## config.mk

```make
export PLATFORM = sky130hd
export DESIGN_NAME = fht_frame_ctrl
export DESIGN_NICKNAME = d
export VERILOG_FILES = /design/src/rtl/fht_frame_ctrl.sv
export SDC_FILE = /design/constraint.sdc
export NUM_CORES = 1
export LEC_CHECK = 0
export ABC_AREA = 1
export BUFFER_PORTS_ARGS = -buffer_cell sky130_fd_sc_hd__buf_2
export CORE_AREA = 4 4 109 111
export DETAILED_ROUTE_END_ITERATION = 16
export DIE_AREA = 0 0 113 115
export PLACE_DENSITY = 0.79
export SLEW_MARGIN = 20
export SYNTH_ARGS = -nofsm -noshare
export SYNTH_HDL_FRONTEND = slang
export SYNTH_SLANG_ARGS = --single-unit
```

## constraint.sdc

```tcl
create_clock -name iCLK -period 2.7 [get_ports iCLK]
set_input_delay 0.54 -clock iCLK [delete_from_list [all_inputs] [get_ports iCLK]]
set_output_delay 0.54 -clock iCLK [all_outputs]
set_load 0.02 [all_outputs]
```

## src/rtl/fht_frame_ctrl.sv

```systemverilog
// fht_frame_ctrl: frames ADC samples into the four FHT banks,
// kicks off the transform and unloads result rows with backpressure.
module fht_frame_ctrl #(
  parameter int D_BIT     = 16,
  parameter int A_BIT     = 8,
  parameter int ADC_WIDTH = 12,
  parameter int RD_LAT    = 2
) (
  input  logic                 iCLK,
  input  logic                 iRESET,
  input  logic [ADC_WIDTH-1:0] iADC_DATA,
  input  logic                 iADC_VALID,
  output logic                 oADC_READY,
  output logic [3:0]           oWE,
  output logic [D_BIT-1:0]     oDATA,
  output logic [A_BIT-1:0]     oADDR_WR,
  output logic                 oSTART,
  input  logic                 iRDY,
  output logic [A_BIT-1:0]     oADDR_RD,
  input  logic [D_BIT-1:0]     iRAM_DATA_0,
  input  logic [D_BIT-1:0]     iRAM_DATA_1,
  input  logic [D_BIT-1:0]     iRAM_DATA_2,
  input  logic [D_BIT-1:0]     iRAM_DATA_3,
  output logic [D_BIT-1:0]     oOUT_DATA_0,
  output logic [D_BIT-1:0]     oOUT_DATA_1,
  output logic [D_BIT-1:0]     oOUT_DATA_2,
  output logic [D_BIT-1:0]     oOUT_DATA_3,
  output logic                 oOUT_VALID,
  input  logic                 iOUT_READY,
  input  logic                 iBIT_REV,
  input  logic                 iABORT,
  output logic                 oBUSY
);

  localparam int SH = D_BIT - ADC_WIDTH - 1;
  localparam int LW = $clog2(RD_LAT + 2);

  typedef enum logic [2:0] {
    S_IDLE,
    S_LOAD,
    S_START,
    S_WAIT_LO,
    S_WAIT_HI,
    S_UNLOAD
  } state_t;

  state_t               state_q, state_d;
  logic [A_BIT+1:0]     k_q, k_d;
  logic [A_BIT-1:0]     r_q, r_d;
  logic [LW-1:0]        lat_q, lat_d;
  logic                 rev_q, rev_d;
  logic                 abort_q, abort_d;
  logic [3:0]           we_q, we_d;
  logic [D_BIT-1:0]     data_q, data_d;
  logic [A_BIT-1:0]     addr_wr_q, addr_wr_d;
  logic                 start_q, start_d;
  logic [A_BIT-1:0]     addr_rd_q, addr_rd_d;
  logic [D_BIT-1:0]     out0_q, out0_d;
  logic [D_BIT-1:0]     out1_q, out1_d;
  logic [D_BIT-1:0]     out2_q, out2_d;
  logic [D_BIT-1:0]     out3_q, out3_d;
  logic                 valid_q, valid_d;

  logic                 ready;
  logic                 accept;
  logic                 abort_any;
  logic [D_BIT-1:0]     ext;
  logic [D_BIT-1:0]     wdata;
  logic [A_BIT-1:0]     r_nxt;

  // Row counter to RAM row, optionally bit-reversed.
  function automatic logic [A_BIT-1:0] row_addr(
    input logic [A_BIT-1:0] rr,
    input logic             rev
  );
    logic [A_BIT-1:0] b;
    for (int i = 0; i < A_BIT; i++) begin
      b[i] = rr[A_BIT-1-i];
    end
    return rev ? b : rr;
  endfunction

  // Sample acceptance and fixed-point write formatting.
  always_comb begin
    ready = (state_q == S_IDLE) || (state_q == S_LOAD);
    accept = iADC_VALID && ready &&
             !(iABORT && (state_q == S_LOAD));
    ext = {{(D_BIT-ADC_WIDTH){iADC_DATA[ADC_WIDTH-1]}}, iADC_DATA};
    wdata = ext << SH;
    abort_any = abort_q || iABORT;
    r_nxt = r_q + 1'b1;
  end

  // Next-state and next-output computation for the frame FSM.
  always_comb begin
    state_d   = state_q;
    k_d       = k_q;
    r_d       = r_q;
    lat_d     = lat_q;
    rev_d     = rev_q;
    abort_d   = abort_q;
    we_d      = '0;
    data_d    = data_q;
    addr_wr_d = addr_wr_q;
    start_d   = 1'b0;
    addr_rd_d = addr_rd_q;
    out0_d    = out0_q;
    out1_d    = out1_q;
    out2_d    = out2_q;
    out3_d    = out3_q;
    valid_d   = valid_q;

    if (accept) begin
      we_d      = 4'b0001 << k_q[1:0];
      data_d    = wdata;
      addr_wr_d = k_q[A_BIT+1:2];
    end

    unique case (state_q)
      S_IDLE: begin
        abort_d = 1'b0;
        if (accept) begin
          state_d = S_LOAD;
          k_d     = k_q + 1'b1;
        end
      end
      S_LOAD: begin
        if (iABORT) begin
          state_d = S_IDLE;
          k_d     = '0;
        end else if (accept) begin
          if (k_q == '1) begin
            state_d = S_START;
            k_d     = '0;
          end else begin
            k_d = k_q + 1'b1;
          end
        end
      end
      S_START: begin
        start_d = 1'b1;
        abort_d = abort_any;
        state_d = S_WAIT_LO;
      end
      S_WAIT_LO: begin
        abort_d = abort_any;
        if (!iRDY) begin
          state_d = S_WAIT_HI;
        end
      end
      S_WAIT_HI: begin
        abort_d = abort_any;
        if (iRDY) begin
          abort_d = 1'b0;
          if (abort_any) begin
            state_d = S_IDLE;
          end else begin
            state_d   = S_UNLOAD;
            r_d       = '0;
            rev_d     = iBIT_REV;
            addr_rd_d = '0;
            lat_d     = LW'(RD_LAT);
            valid_d   = 1'b0;
          end
        end
      end
      S_UNLOAD: begin
        if (iABORT) begin
          state_d   = S_IDLE;
          r_d       = '0;
          lat_d     = '0;
          valid_d   = 1'b0;
          addr_rd_d = '0;
        end else if (valid_q) begin
          if (iOUT_READY) begin
            valid_d = 1'b0;
            if (r_q == '1) begin
              state_d   = S_IDLE;
              r_d       = '0;
              addr_rd_d = '0;
            end else begin
              r_d       = r_nxt;
              addr_rd_d = row_addr(r_nxt, rev_q);
              lat_d     = LW'(RD_LAT);
            end
          end
        end else if (lat_q == '0) begin
          out0_d  = iRAM_DATA_0;
          out1_d  = iRAM_DATA_1;
          out2_d  = iRAM_DATA_2;
          out3_d  = iRAM_DATA_3;
          valid_d = 1'b1;
        end else begin
          lat_d = lat_q - 1'b1;
        end
      end
      default: begin
        state_d = S_IDLE;
      end
    endcase
  end

  // State and registered outputs, synchronous reset.
  always_ff @(posedge iCLK) begin
    if (iRESET) begin
      state_q   <= S_IDLE;
      k_q       <= '0;
      r_q       <= '0;
      lat_q     <= '0;
      rev_q     <= 1'b0;
      abort_q   <= 1'b0;
      we_q      <= '0;
      data_q    <= '0;
      addr_wr_q <= '0;
      start_q   <= 1'b0;
      addr_rd_q <= '0;
      out0_q    <= '0;
      out1_q    <= '0;
      out2_q    <= '0;
      out3_q    <= '0;
      valid_q   <= 1'b0;
    end else begin
      state_q   <= state_d;
      k_q       <= k_d;
      r_q       <= r_d;
      lat_q     <= lat_d;
      rev_q     <= rev_d;
      abort_q   <= abort_d;
      we_q      <= we_d;
      data_q    <= data_d;
      addr_wr_q <= addr_wr_d;
      start_q   <= start_d;
      addr_rd_q <= addr_rd_d;
      out0_q    <= out0_d;
      out1_q    <= out1_d;
      out2_q    <= out2_d;
      out3_q    <= out3_d;
      valid_q   <= valid_d;
    end
  end

  assign oADC_READY  = ready;
  assign oBUSY       = (state_q != S_IDLE);
  assign oWE         = we_q;
  assign oDATA       = data_q;
  assign oADDR_WR    = addr_wr_q;
  assign oSTART      = start_q;
  assign oADDR_RD    = addr_rd_q;
  assign oOUT_DATA_0 = out0_q;
  assign oOUT_DATA_1 = out1_q;
  assign oOUT_DATA_2 = out2_q;
  assign oOUT_DATA_3 = out3_q;
  assign oOUT_VALID  = valid_q;

endmodule

```

==> results.md <==
* Top cells by area, synth: dfxtp_1 48%, nor2_1 14%, nand2_1 7.0%, o21ai_1 6.4%, o21ai_0 3.0%
* CP Capture Type: primary output
* Leading cell type in the layout, fill and taps excluded: nor2_1
* Ys async rst share at 0
* Die Footprint at 0.01300 mm²
* Critical path class: reg2out
* Status: completed
* Port Buffers at ~180
* Max Transition Viols Final at 0
* Resized cells post-CTS at 0
* Site Rows at 38
* Max cap viols at 0
* PD cells at roughly 890 mW/mm²
* Data arrival time of the critical path at 1600 ps
* DRT antenna net count at 0
* Largest net degree at the start of global routing at 40
* Period utilisation layout at 0.7930
* Worst min path class: in2reg
* Clock Pin Slew Worst Setup and Hold Paths at about 60 ps
* Layout cells sized above 1 at 0.2921
* Post-synth cell types at 36
* Synth Register Bits at ~120
* Number of remaining DRC errors at 0
* Setup bufs post-CTS at 0
* HPWL Detailed at approximately 9.6 mm
* Setup violations, final at 0
* Met2 routed wirelength at ~6.3 mm
* Core ar. at 0.01079 mm²
* Final hold violations at 0
* Final Critical Period at 2141 ps
* Avg Synthesized Cell Area at approximately 7.5 µm²
* Worst slew pin tran at roughly 510 ps
* Final Cell Area at roughly 0.0065 mm²
* Clk buf depth at 2
* Antenna violations before repair at 0
* Maximum clock rate at 467.0 MHz
* Antenna cell count at 0
* Clock skew at around 7.5 ps
* Routed WL at around 13 mm
* Worst-Skew Late Latency at roughly 530 ps
* Die width at 113 µm
* I/O pin cnt at around 190
* Via count at 4,986
* Num CTS Buffers at 17
* Vias in the first global route at between 4,000 and 5,000
* Sequential element share of the synthesized area at 0.4824
* Dominant synthesized flop cell: dfxtp_1
* TritonCTS clock tree: yes
* Top Metal Used: met4
* CTS Hold Buffers Added at 0
* Leak at ~0.0031 µW
* Slew margin rel. at 0.6562
* Most frequent cells in the layout: 190 x nor2_1, 183 x buf_2, 123 x dfxtp_1, 95 x nand2_1, 65 x o21ai_1
* RSZ-0062 raised after global routing: no
* First-pass GRT wire length at 21.34 mm
* DP Area at approximately 0.0060 mm²
* Post-Synthesis Cells at 684
* Req. time, crit path at 2160 ps
* Cell Area, Synth at a little over 0.005 mm²
* Drt first pass iters at 6
* Count of flip-flops with a built-in enable after synthesis at 0
* Setup TNS at 0 ps
* Starting Density at 0.4730
* DR iter-0 viols at slightly below 600
* Maximum vdd ir drop at approximately 630 µV
* Nets at approximately 950
* Area delta synth->final at 28.21%
* YS warnings at 0
* Cell taking the most area after synthesis: dfxtp_1
* Die height at roughly 120 µm
* Root Driver: clkbuf_8
* Critical path peak fanout at 9
* Via/cell ratio at between 4 and 5
* Total GRT Usage at 0.2044
* Overall Power at 5832 µW
* Startpoint types: flop
* Yosys top cell area share at 0.4824
* H-tree depth at 4
* Met3 routed WL at around 1000 µm
* CTS sink cnt at 123
* Total gr overflow at 0
* Drt wl/cell at around 13 µm
* Min Hold Slack at roughly 240 ps
* M1 wire length at 5.682 mm
* # fillers at 975
* RePlAce Congestion at approximately 0.85
[routing by layer]
| metal | track usage | up-vias |
|---|---|---|
| met3 | 0.06368 | 23 |
| met4 | 0.09135 | 0 |
| met2 | 0.3314 | 176 |
| met5 | 0 | - |
| li1 | - | 2545 |
| met1 | 0.2509 | 2242 |
[synth_stat cells (9+ instances only)]
cell and number:
inv_2 9, inv_1 36, nand3_1 27, nand2_2 9
dfxtp_1 123, nor2_1 190, buf_4 11, nand2_1 95
clkbuf_1 10, o21ai_0 31, buf_6 9, a21oi_1 23
o21ai_1 65
[worst paths after layout]
| check | end | from | slack (ps) | depth (start not counted) |
|---|---|---|---|---|
| max | oADC_READY | state_q[0] | 560 | 4 |
| min | oDATA[4] | iADC_DATA[1] | 240 | 3 |
| max reg2reg | oOUT_DATA_3[14] | state_q[0] | 790 | 8 |
| min reg2reg | oADDR_RD[0] | oADDR_RD[0] | 450 | 2 |
[sequential cells by signal (all words and copies together), names as in the netlist, 2 cells and up]
signal / count
state_q: 3
k_q: 10
oOUT_DATA_1: 16
oOUT_DATA_2: 16
lat_q: 2
r_q: 8
oOUT_DATA_3: 16
oADDR_WR: 8
oWE: 4
oOUT_DATA_0: 16
oADDR_RD: 8
oDATA: 12
[kinds of logic (layout without fill, tap and decap cells)]
family / after synthesis / in the layout / synth area share
flops: 123 / 123 / 0.4824
compound gates: 129 / 129 / 0.1343
fa+ha+maj: 3 / 3 / 0.007354
xor+xnor: 3 / 3 / 0.005148
other cells: 1 / 3 / 0.0007346
simple gates: 345 / 345 / 0.2892
buf+inv: 80 / 267 / 0.08088
[final cells by class]
| cell class | count | area [µm²] | share of cell area |
|---|---|---|---|
| clock inverter | 7 | 42.54 | 0.006500 |
| inverter | 45 | 168.9 | 0.02581 |
| multi-input combinational | 483 | 2237 | 0.3418 |
| tap | 140 | 175.2 | 0.02676 |
| clock buffer | 24 | 470.5 | 0.07188 |
| timing repair buffer | 191 | 988.4 | 0.1510 |
| sequential | 123 | 2462 | 0.3762 |
[power breakdown]
part / leakage, µW / switching, µW / internal (µW) / total [µW]
Sequential: 0.000997 / 142 / 2040 / 2180
Clock: 0.000247 / 770 / 1190 / 1960
Combinational: 0.00190 / 1160 / 531 / 1690
Total: 0.00314 / 2070 / 3760 / 5830
[metrics by stage]
| step | util | worst slack [ps] | cells |
|---|---|---|---|
| floorplan | - | 1106 | 686 |
| finish | 0.6064 | 558.8 | 1013 |
| detailed placement | 0.5589 | 777.7 | 982 |
| global placement | 0.5589 | 811.6 | 982 |
| CTS | 0.6064 | 552.2 | 1013 |
| global route | 0.6064 | 434.1 | 1013 |
[worst max-delay path, stage by stage, from the launching register on]
cell and delay, ps:
dfxtp_1 540, nor2_1 110, nand2_2 160, nand2_1 100, buf_2 160
(Power assumes the default switching activity.)
